File: config.mk
export PLATFORM = sky130hd
export DESIGN_NAME = occupancy_monitor
export DESIGN_NICKNAME = d
export VERILOG_FILES = /design/src/rtl/occupancy_monitor.sv
export SDC_FILE = /design/constraint.sdc
export NUM_CORES = 1
export LEC_CHECK = 0
export CELL_PAD_IN_SITES_DETAIL_PLACEMENT = 1
export CELL_PAD_IN_SITES_GLOBAL_PLACEMENT = 1
export CORE_UTILIZATION = 35
export CTS_CLUSTER_DIAMETER = 150
export DETAILED_ROUTE_END_ITERATION = 7
export PLACE_DENSITY = 0.7
export SLEW_MARGIN = 0
export SYNTH_ARGS = -nofsm -noshare
export SYNTH_HDL_FRONTEND = slang
export SYNTH_SLANG_ARGS = --single-unit
export TNS_END_PERCENT = 10
File: constraint.sdc
create_clock -name clk -period 3.5 [get_ports clk]
set_input_delay 0.875 -clock clk [delete_from_list [all_inputs] [get_ports clk]]
set_output_delay 0.875 -clock clk [all_outputs]
set_load 0.01 [all_outputs]
File: src/rtl/occupancy_monitor.sv
// occupancy_monitor: room-occupancy supervisor driving lights, full/lock, vacancy and a latched counter fault
module occupancy_monitor #(
    parameter int CAPACITY    = 6,
    parameter int HOLD_CYCLES = 16
) (
    input  logic       clk,
    input  logic       rst,
    input  logic [2:0] pcount,
    input  logic       ack,
    output logic       lights,
    output logic       full,
    output logic       door_lock,
    output logic       fault,
    output logic [2:0] vacancy
);
    localparam int TW = $clog2(HOLD_CYCLES + 1);
    localparam logic [2:0] CAP = 3'(CAPACITY);
    localparam logic [TW-1:0] HOLD_LOAD = TW'(HOLD_CYCLES - 1);

    typedef enum logic [2:0] {EMPTY, OCCUPIED, FULL, VACATING, FAULT} state_t;

    state_t state_q, state_d;
    logic [2:0] prev_pcount_q, vacancy_q, vacancy_d, step;
    logic [TW-1:0] timer_q, timer_d;
    logic fault_ev, at_cap, nonzero;

    // any step larger than one also catches the 0<->7 wrap
    assign step     = pcount > prev_pcount_q ? pcount - prev_pcount_q : prev_pcount_q - pcount;
    assign fault_ev = step > 3'd1;
    assign at_cap   = pcount >= CAP;
    assign nonzero  = pcount != 3'd0;

    always_comb begin
        state_d = state_q;
        timer_d = timer_q;
        case (state_q)
            EMPTY:    state_d = at_cap ? FULL : nonzero ? OCCUPIED : EMPTY;
            OCCUPIED: begin
                state_d = at_cap ? FULL : nonzero ? OCCUPIED : VACATING;
                timer_d = nonzero ? timer_q : HOLD_LOAD;
            end
            FULL: begin
                state_d = !nonzero ? VACATING : at_cap ? FULL : OCCUPIED;
                timer_d = nonzero ? timer_q : HOLD_LOAD;
            end
            VACATING: begin
                state_d = nonzero ? (at_cap ? FULL : OCCUPIED) : timer_q == '0 ? EMPTY : VACATING;
                timer_d = (nonzero || timer_q == '0) ? timer_q : timer_q - TW'(1);
            end
            FAULT:    state_d = !ack ? FAULT : nonzero ? OCCUPIED : EMPTY;
            default:  state_d = EMPTY;
        endcase
        if (fault_ev) state_d = FAULT;
        vacancy_d = (state_d == FAULT || at_cap) ? 3'd0 : CAP - pcount;
    end

    always_ff @(posedge clk or posedge rst) begin
        if (rst) begin
            state_q       <= EMPTY;
            prev_pcount_q <= 3'd0;
            timer_q       <= '0;
            vacancy_q     <= CAP;
        end else begin
            state_q       <= state_d;
            prev_pcount_q <= pcount;
            timer_q       <= timer_d;
            vacancy_q     <= vacancy_d;
        end
    end

    assign lights    = state_q != EMPTY;
    assign full      = state_q == FULL;
    assign door_lock = state_q == FULL;
    assign fault     = state_q == FAULT;
    assign vacancy   = vacancy_q;
endmodule

==> results.json <==
{
  "tightest_slew_ps": 584,
  "critical_path.n_buffers_inverters": 2,
  "detailedPlace.worstSlack_ps": 329,
  "synthDistinctLibCells": 36,
  "route.final.wire_length_mm": 2.02,
  "critical-path-slowest-cell": "clkdlybuf4s50_1",
  "worst_slack_ps": 645,
  "viasPerCell": 5.09,
  "unrepaired_setup_endpoints_after_global_routing": "false",
  "seq_area_frac_synth": 0.371,
  "area.growth.synth_to_final_pct": 19.6,
  "mostFrequentLayoutCells": "clkdlybuf4s50_1, dfrtp_1, inv_1, ha_1, nor3_1",
  "grt_max_degree": 15,
  "slew_violations": 0,
  "coreArea_sq_um": 2520,
  "floorplan.die_area_sq_um": 2930,
  "floorplan.initialDensity": 0.377,
  "power_leakage_nw": 0.547,
  "design.final.nets": 124,
  "insertedDiodeCount": 0,
  "postCtsSetupBuffers": 0,
  "drt.antenna.violating_nets": 0,
  "gr-usage-all-layers": 0.168,
  "finalHoldWorstSlack_ps": 520,
  "synth_fp_nets": 108,
  "via_count": 687,
  "cts_sinks": 14,
  "worst_setup_path_start_kind": "input pin",
  "path_class": "input pin to flop",
  "dieWidth_microns": 54.2,
  "drt_iter0_drc": 3,
  "period_needed_ps": 2860,
  "path_cells": "clkdlybuf4s50_1 > inv_1 > ha_1 > nor2b_1 > o21a_1 > o21ai_1 > mux2_4 > nor3_1",
  "maxClockFrequency_mhz": 350,
  "remaining_overflow_grt": 0,
  "port_buffers": 12,
  "place_hpwl_mm": 1.56,
  "crit_required_ps": 3690,
  "clkLatencyLatePin_ps": 280,
  "detailed_place.area_sq_um": 1100,
  "accumulated_negative_setup_slack_ps": 0,
  "area.sequential_sq_um": 353,
  "cts_max_path_buffers": 2,
  "yosys_register_bits": 14,
  "gp_routability_congestion": 0.717,
  "post_synth_instance_area_sq_um": 952,
  "ys_warn_count": 0,
  "finish.cell_count_without_fillers": 135,
  "dieHeight_microns": 54.2,
  "drc": 0,
  "worst_clock_skew_ps": 4.07,
  "design.portCount": 13,
  "critPathTopFamily": "buffers and inverters",
  "cellPowerDensity_nw_per_um2": 395,
  "antenna_found_initial": 0,
  "critical_path_peak_fanout": 7,
  "drive_above_1_share": 0.152,
  "placedCellCount": 131,
  "layout.filler_cells": 283,
  "slew_headroom": 0.610,
  "first_global_vias": 710,
  "clock_tree_from_tritoncts": "done",
  "synthesis.area_per_instance_sq_um": 10.6,
  "worstSetupEndpointType": "flop",
  "report.final.setup_viol": 0,
  "max-cap-violations": 0,
  "tritoncts_buffer_count": 3,
  "postLayoutCoreUtil": 0.451,
  "rows": 18,
  "post_cts_hold_buffer_count": 0,
  "wire_length_of_the_first_global_routing_pass_mm": 3.34,
  "fin_crit_sh": 0.816,
  "peakVddDrop_mv": 0.219,
  "hold_viol": 0,
  "min-delay-path-class": "flop to flop",
  "cts_root_buffer": "clkbuf_4",
  "multi_input_area_sq_um": 554,
  "clock_tree.htree_level_count": 1,
  "netlist_instances": 90,
  "post_cts.resized_instances": 0,
  "p_total_mw": 0.450,
  "drtPass1Iterations": 3,
  "route.detailed.wl_per_inst_microns": 14.9,
  "clk_transition_reported_paths_ps": 100,
  "crit_arrival_ps": 3050,
  "outcome": "finished clean",
  "cpPeakStageDelay_ps": 630,
  "final_design_area_no_fill_sq_um": 1140
}
[final cells by class]
cell class              count  area share
inverters                  10      0.0330
well taps                  30      0.0330
clock buffers               4      0.0319
multi-input cells          65       0.487
repair buffers             12       0.105
flip-flops and latches     14       0.310
[kinds of logic (layout without fill, tap and decap cells)]
group | count (synthesis) | count (layout) | share of synthesized area
xor gates and xnor gates | 4 | 4 | 0.0368
and+or+nand+nor | 33 | 33 | 0.248
buffers and inverters | 11 | 26 | 0.0473
DFF | 14 | 14 | 0.371
AOI/OAI and AO/OA | 14 | 14 | 0.0972
muxes | 2 | 2 | 0.0263
adders and majority gates | 12 | 12 | 0.173
[synthesized netlist by cell type]
library cell,count,share of area
nor3b_1,1,0.0079
buf_4,1,0.0079
dfrtp_1,12,0.32
a2111oi_1,1,0.011
ha_1,10,0.13
nand2b_4,1,0.014
mux2_4,1,0.016
o21ai_1,1,0.0053
nand3_1,2,0.011
and3_2,1,0.0079
o21a_1,1,0.0079
a21oi_1,3,0.016
o31a_1,1,0.0092
a21o_1,1,0.0079
nor3_1,7,0.037
nor3b_2,1,0.013
inv_1,10,0.039
nor2_1,6,0.024
and2_1,1,0.0066
a31oi_1,1,0.0066
and3_1,1,0.0066
nand2_1,5,0.020
mux2i_1,1,0.011
nand3b_4,1,0.021
xnor2_1,1,0.0092
nor3_4,2,0.034
o21ai_0,2,0.011
xor2_1,3,0.028
o21bai_1,1,0.0079
nor2_2,1,0.0066
nor4b_4,1,0.025
dfstp_2,2,0.055
fa_1,2,0.042
nor2b_1,1,0.0066
or3_2,1,0.0079
a211oi_1,2,0.016
[worst paths after layout]
check / end / start / cells past startpoint / slack, ps
worst min register to register: timer_q[0] / timer_q[0] / 1 / 520
worst max-delay path: vacancy[1] / pcount[1] / 8 / 650
worst max register to register: vacancy[1] / prev_pcount_q[1] / 6 / 1620
worst min-delay path: timer_q[0] / timer_q[0] / 1 / 520
max in group asynchronous: prev_pcount_q[2] / rst / 2 / 2180
min in group asynchronous: prev_pcount_q[0] / rst / 2 / 940
[report_power, final]
group | total (mW) | switching [mW] | leakage, nW | internal, mW
logic | 0.119 | 0.0599 | 0.357 | 0.0593
clock network | 0.122 | 0.0592 | 0.0210 | 0.0633
registers | 0.208 | 0.0263 | 0.168 | 0.182
[registers in the layout, indices dropped and copies added (netlist names)]
signal	flops
vacancy	3
prev_pcount_q	3
state_q	3
timer_q	5
[worst register-to-register path: cells and delay by family, from the launching register on]
kind	cells	cell delay (ps)
muxes	1	350
adders and majority gates	1	300
AOI/OAI and AO/OA	2	330
DFF	1	430
and+or+nand+nor	2	380
[layer usage]
metal / vias up / GRT usage / wire length, microns
met4: 0 / 0.0513 / 19
met5: - / 0 / 0
met1: 337 / 0.179 / 876
met2: 9 / 0.305 / 1060
li1: 339 / - / -
met3: 2 / 0.0593 / 62
No activity file was read; power rests on OpenSTA's default activity.
